[src/rtl/host_uart_frame_assembler_if.sv]
// Byte-stream-in / frame-out bundle between the UART receiver, the frame assembler and the command decoder.
// The master side is the assembler; the slave side is the receiver/decoder environment.
interface host_uart_frame_assembler_if;
    logic [7:0]    rx_data;
    logic          rx_valid;
    logic          rx_error;
    logic          dec_done;
    logic [1023:0] frame_data;
    logic          frame_start;
    logic [7:0]    frame_len;
    logic          busy;
    logic          err_length;
    logic          err_framing;
    logic          err_timeout;
    logic          err_overrun;

    modport master (
        input  rx_data, rx_valid, rx_error, dec_done,
        output frame_data, frame_start, frame_len, busy,
               err_length, err_framing, err_timeout, err_overrun
    );

    modport slave (
        output rx_data, rx_valid, rx_error, dec_done,
        input  frame_data, frame_start, frame_len, busy,
               err_length, err_framing, err_timeout, err_overrun
    );
endinterface

[src/rtl/host_uart_frame_assembler.sv]
// Packs length-prefixed UART byte frames into a 1024-bit word and hands each complete frame
// to the command decoder over a start/done level handshake, flagging malformed input.
module host_uart_frame_assembler #(
    parameter int MAX_BYTES      = 128,
    parameter int TIMEOUT_CYCLES = 100000,
    parameter int TIMEOUT_W      = 20
) (
    input logic clk,
    input logic reset,
    host_uart_frame_assembler_if.master bus
);

    typedef enum logic [2:0] {IDLE, PAYLOAD, ISSUE, WAIT_ACK, WAIT_DONE} state_t;

    localparam logic [7:0]           MAX_LEN  = 8'(MAX_BYTES);
    localparam logic [TIMEOUT_W-1:0] TMO_LAST = TIMEOUT_W'(TIMEOUT_CYCLES - 1);

    state_t               state;
    logic [7:0]           idx;
    logic [TIMEOUT_W-1:0] tcnt;
    logic [1023:0]        frame_data;
    logic [7:0]           frame_len;
    logic                 frame_start;
    logic                 busy;
    logic                 err_length;
    logic                 err_framing;
    logic                 err_timeout;
    logic                 err_overrun;

    assign bus.frame_data  = frame_data;
    assign bus.frame_len   = frame_len;
    assign bus.frame_start = frame_start;
    assign bus.busy        = busy;
    assign bus.err_length  = err_length;
    assign bus.err_framing = err_framing;
    assign bus.err_timeout = err_timeout;
    assign bus.err_overrun = err_overrun;

    always_ff @(posedge clk or posedge reset) begin
        if (reset) begin
            state       <= IDLE;
            idx         <= '0;
            tcnt        <= '0;
            frame_data  <= '0;
            frame_len   <= '0;
            frame_start <= 1'b0;
            busy        <= 1'b0;
            err_length  <= 1'b0;
            err_framing <= 1'b0;
            err_timeout <= 1'b0;
            err_overrun <= 1'b0;
        end else begin
            err_length  <= 1'b0;
            err_framing <= 1'b0;
            err_timeout <= 1'b0;
            err_overrun <= 1'b0;

            case (state)
                IDLE: begin
                    if (bus.rx_error) begin
                        err_framing <= 1'b1;
                    end else if (bus.rx_valid) begin
                        if (bus.rx_data == 8'd0 || bus.rx_data > MAX_LEN) begin
                            err_length <= 1'b1;
                        end else begin
                            frame_len  <= bus.rx_data;
                            frame_data <= '0;
                            idx        <= '0;
                            tcnt       <= '0;
                            busy       <= 1'b1;
                            state      <= PAYLOAD;
                        end
                    end
                end

                PAYLOAD: begin
                    // rx_error outranks a coincident rx_valid: the byte is suspect, drop the frame.
                    if (bus.rx_error || (!bus.rx_valid && tcnt == TMO_LAST)) begin
                        err_framing <= bus.rx_error;
                        err_timeout <= !bus.rx_error;
                        frame_data  <= '0;
                        frame_len   <= '0;
                        idx         <= '0;
                        tcnt        <= '0;
                        busy        <= 1'b0;
                        state       <= IDLE;
                    end else if (bus.rx_valid) begin
                        frame_data[{idx[6:0], 3'b000} +: 8] <= bus.rx_data;
                        tcnt <= '0;
                        if (idx == frame_len - 8'd1) begin
                            state <= ISSUE;
                        end else begin
                            idx <= idx + 8'd1;
                        end
                    end else begin
                        tcnt <= tcnt + TIMEOUT_W'(1);
                    end
                end

                ISSUE, WAIT_ACK, WAIT_DONE: begin
                    // The frame is frozen here; stray input is reported but never stored.
                    if (bus.rx_error) begin
                        err_framing <= 1'b1;
                    end else if (bus.rx_valid) begin
                        err_overrun <= 1'b1;
                    end

                    if (state == ISSUE) begin
                        if (bus.dec_done) begin
                            frame_start <= 1'b1;
                            state       <= WAIT_ACK;
                        end
                    end else if (state == WAIT_ACK) begin
                        if (!bus.dec_done) begin
                            frame_start <= 1'b0;
                            state       <= WAIT_DONE;
                        end
                    end else if (bus.dec_done) begin
                        busy  <= 1'b0;
                        state <= IDLE;
                    end
                end

                default: begin
                    frame_start <= 1'b0;
                    busy        <= 1'b0;
                    state       <= IDLE;
                end
            endcase
        end
    end

endmodule

[src/flat_wrapper.sv]
// flat-port wrapper written by rule: the top's interface ports become plain ports
module host_uart_frame_assembler_flat 
#(
    parameter int MAX_BYTES      = 128,
    parameter int TIMEOUT_CYCLES = 100000,
    parameter int TIMEOUT_W      = 20
)
  (clk, reset, bus_rx_data, bus_rx_valid, bus_rx_error, bus_dec_done, bus_frame_data, bus_frame_start, bus_frame_len, bus_busy, bus_err_length, bus_err_framing, bus_err_timeout, bus_err_overrun);
  host_uart_frame_assembler_if bus_i ();
  input logic clk;
  input logic reset;
  input wire logic [$bits(bus_i.rx_data)-1:0] bus_rx_data;
  input wire logic [$bits(bus_i.rx_valid)-1:0] bus_rx_valid;
  input wire logic [$bits(bus_i.rx_error)-1:0] bus_rx_error;
  input wire logic [$bits(bus_i.dec_done)-1:0] bus_dec_done;
  output wire logic [$bits(bus_i.frame_data)-1:0] bus_frame_data;
  output wire logic [$bits(bus_i.frame_start)-1:0] bus_frame_start;
  output wire logic [$bits(bus_i.frame_len)-1:0] bus_frame_len;
  output wire logic [$bits(bus_i.busy)-1:0] bus_busy;
  output wire logic [$bits(bus_i.err_length)-1:0] bus_err_length;
  output wire logic [$bits(bus_i.err_framing)-1:0] bus_err_framing;
  output wire logic [$bits(bus_i.err_timeout)-1:0] bus_err_timeout;
  output wire logic [$bits(bus_i.err_overrun)-1:0] bus_err_overrun;
  assign bus_i.rx_data = bus_rx_data;
  assign bus_i.rx_valid = bus_rx_valid;
  assign bus_i.rx_error = bus_rx_error;
  assign bus_i.dec_done = bus_dec_done;
  assign bus_frame_data = bus_i.frame_data;
  assign bus_frame_start = bus_i.frame_start;
  assign bus_frame_len = bus_i.frame_len;
  assign bus_busy = bus_i.busy;
  assign bus_err_length = bus_i.err_length;
  assign bus_err_framing = bus_i.err_framing;
  assign bus_err_timeout = bus_i.err_timeout;
  assign bus_err_overrun = bus_i.err_overrun;
  host_uart_frame_assembler #(.MAX_BYTES(MAX_BYTES), .TIMEOUT_CYCLES(TIMEOUT_CYCLES), .TIMEOUT_W(TIMEOUT_W)) u_core (.clk(clk), .reset(reset), .bus(bus_i));
endmodule
[config.mk]
export PLATFORM = sky130hd
export DESIGN_NAME = host_uart_frame_assembler_flat
export DESIGN_NICKNAME = d
export VERILOG_FILES = /design/src/rtl/host_uart_frame_assembler_if.sv /design/src/rtl/host_uart_frame_assembler.sv /design/src/flat_wrapper.sv
export SDC_FILE = /design/constraint.sdc
export NUM_CORES = 2
export LEC_CHECK = 0
export CORE_AREA = 2 2 406 408
export CTS_CLUSTER_SIZE = 20
export DETAILED_ROUTE_END_ITERATION = 12
export DIE_AREA = 0 0 408 410
export DONT_BUFFER_PORTS = 1
export PLACE_DENSITY = 0.37
export SYNTH_ARGS = -nofsm -noshare
export SYNTH_HDL_FRONTEND = slang
export SYNTH_SLANG_ARGS = --single-unit
[constraint.sdc]
create_clock -name clk -period 85.8 [get_ports clk]
set_input_delay 21.45 -clock clk [delete_from_list [all_inputs] [get_ports clk]]
set_output_delay 21.45 -clock clk [all_outputs]
set_load 0.01 [all_outputs]
==> results.cfg <==
[worst_setup_path]
endpoint_kind = register
cp_max_fo = 55
ff2ff_path_depth = 10
reg2reg_from = u_core.idx[0]
r2r-end = u_core.bus.frame_data[19]
reg2reg_slack_ns = 80.77
crit_path_start = bus_rx_data[2]
critPathLaunchType = input pin
crit_type = in2reg
critPathArrivalTime_ns = 25.28
cp.required_ns = 86.47

[cts]
clock_tree.buffer_depth = 3
cts_tree = yes
holdBufCountCts = 0
root_buffer = clkbuf_16
clkSinkCount = 1069
h-tree-depth = 4
cts_resized = 0
cts_buffers = 132
postCtsSetupBuffers = 0
clk_pin_slew_ns = 0.06
clk_latency_ns = 0.80

[pwr]
irDropWorstVdd_v = 0.0000195
p_leak_uw = 0.0210
powerDensity_nw_per_um2 = 26.6

[layout]
nets = 3387
syn2layout_area_growth_pct = 16.8
fillers = 16739
drive_above_1_share_pct = 9.59
fin_util_pct = 29.5

[sta]
rsz0062_at_grt = false
hold_viol_final = 0
tightest_slew_ns = 1.21
fin_setup_tns_ns = 0
fmax_mhz = 40.6
slew_viol_final = 0
skew_ns = 0.0387
layout_min_cycle_time_ns = 24.61
setup_viol = 0
fin_crit_sh_pct = 28.7
relSlewSlack_pct = 19.0

[logic_synthesis]
yosysSeqAreaShare_pct = 64.7
postSynthCellCount = 3378
syn_nets = 3398
ys_types = 73
synth_ff_type = dfrtp_1
syn_area_sq_um = 41400
ys_async_sr_fraction_pct = 100
ys_warn_count = 0
synth.ff_latch_count = 1069
synth-edff-count = 0
synth_area_per_cell_sq_um = 12.2

[worst_hold_path]
hold_class = reg2reg
whs_endpoint = u_core.bus.frame_data[926]
hold_start = u_core.bus.frame_data[926]
whs_path_depth = 2

[grt]
grt_pass1_vias = 30429
grt_max_degree = 147
antenna_found_initial = 8
grt_overflow = 0
grt_usage_pct = 24.0
grt_pass1_wl_um = 283000

[detailed_routing]
routedWlPerCell_um = 36.4
ant_nets = 0
wl_um = 206000
dr_total_vias = 30286
drc = 0
viasPerCell = 5.35
drtIter0Drc = 2492
drt-pass1-iter-count = 5

[floorplanning]
die_y_um = 410
io_pins = 1051
core.rowCount = 149
initial_core_util_pct = 25.3
fp.coreArea_sq_um = 163000
die_x_um = 408
dieArea_sq_um = 167000

[job]
maxCapViolCount = 0

[place]
portBuffers = 0
hpwl_um = 142000
gp_congestion = 0.803

[status]
status = completed
==> registers in the layout (all words and copies together), names as in the netlist <==
signal	flops
u_core.bus.err_overrun	1
u_core.bus.err_framing	1
u_core.bus.frame_len	8
u_core.state	3
u_core.bus.err_length	1
u_core.tcnt	20
u_core.bus.frame_data	1024
u_core.bus.frame_start	1
u_core.bus.busy	1
u_core.bus.err_timeout	1
u_core.idx	8
==> cell usage after synthesis (all sizes together) (32+ instances only) <==
library cell	instances	share of area (%)
a22o	375	7.9
a32o	101	2.4
and2	32	0.48
buf	43	0.56
clkbuf	150	1.4
dfrtp	1069	65
inv	32	0.29
nand2	453	4.1
nand3	46	0.56
nor2	133	1.3
nor3	72	1.1
o21ai	347	4.2
o2bb2ai	335	7.2
==> through the flow <==
step	setup slack [ns]	instance area [sq um]	hold slack [ns]	total power [uW]	cells
6_report	61.19	48300	0.544	1280	5663
5_1_grt	60.90	48300	0.565	1330	5660
4_1_cts	61.32	48300	0.544	1300	5660
3_5_place_dp	60.43	43800	0.531	719	5422
3_3_place_gp	60.40	43800	0.532	720	5422
2_1_floorplan	34.26	41400	0.495	627	3378
==> area by class of cell <==
type                       count  area [sq um]  area share (%)
timing repair buffer          48           398           0.824
multi-input combinational   2084         13800            28.6
tap                         2189          2740            5.67
sequential                  1069         26800            55.4
inverter                      32           128           0.264
antenna                        3          7.51          0.0155
clock buffer                 191          3870            8.01
clock inverter                47           577            1.19
==> placed cells by master (no fill, tap or decap), drive strengths merged, types with 7 or more instances in the layout <==
cell type / instances
nor2: 133
nor4: 13
ha: 7
clkbuf: 191
nand2b: 13
and3: 7
dfrtp: 1069
clkinv: 33
o21ai: 347
a22o: 375
nor2b: 8
a2111oi: 8
nand3: 46
xor2: 13
a211oi: 22
buf: 48
nand4: 10
and2: 32
or2: 9
o31ai: 8
nor3: 72
o2bb2ai: 335
a21oi: 8
inv: 37
nand2: 453
xnor2: 14
a32o: 101
==> worst max-delay path by stage <==
| stage | to | slack [ns] | cells after the start |
|---|---|---|---|
| finish | u_core.bus.frame_data[406] | 61.19 | 8 |
| global route | u_core.bus.frame_data[381] | 60.90 | 5 |
| CTS | u_core.bus.frame_data[424] | 61.32 | 8 |
| detailed placement | u_core.idx[4] | 60.43 | 8 |
| global placement | u_core.bus.frame_data[414] | 60.40 | 8 |
| floorplan | u_core.bus.busy | 34.26 | 1 |
==> metal layers <==
| metal | GRT usage [%] | routed length [um] | vias to the layer above | part of all wire (%) |
|---|---|---|---|---|
| li1 | - | - | 12681 | - |
| met1 | 29.8 | 83000 | 16125 | 40 |
| met2 | 39.7 | 100000 | 1228 | 49 |
| met3 | 8.05 | 17300 | 252 | 8.4 |
| met4 | 6.21 | 5230 | 0 | 2.5 |
| met5 | 0 | 0 | - | 0 |
==> cell families (layout without fill, tap and decap cells) <==
logic type | count (synthesis) | count (layout) | share of synthesized area [%]
xor gates and xnor gates | 27 | 27 | 0.572
buffers and inverters | 225 | 318 | 2.21
AOI/OAI and AO/OA | 1237 | 1237 | 23.3
muxes | 1 | 1 | 0.0363
other | 0 | 3 | 0
DFF | 1069 | 1069 | 64.7
and+or+nand+nor | 812 | 812 | 8.99
adders and majority gates | 7 | 7 | 0.212
==> report_power, final <==
group | internal, uW | leakage [uW] | switching (uW) | total, uW
Sequential | 508 | 0.0149 | 11.6 | 520
Combinational | 27.8 | 0.00389 | 159 | 187
Clock | 335 | 0.00218 | 241 | 576
Total | 871 | 0.0210 | 412 | 1280
==> critical path, stage by stage <==
cell and delay [ns]:
nor4_1 0.35, a21boi_0 0.26, o31ai_4 0.26, buf_4 0.61
buf_4 0.49, buf_4 0.56, nand2_4 0.60, a32o_1 0.46
Power figures use the tool's default switching activity.
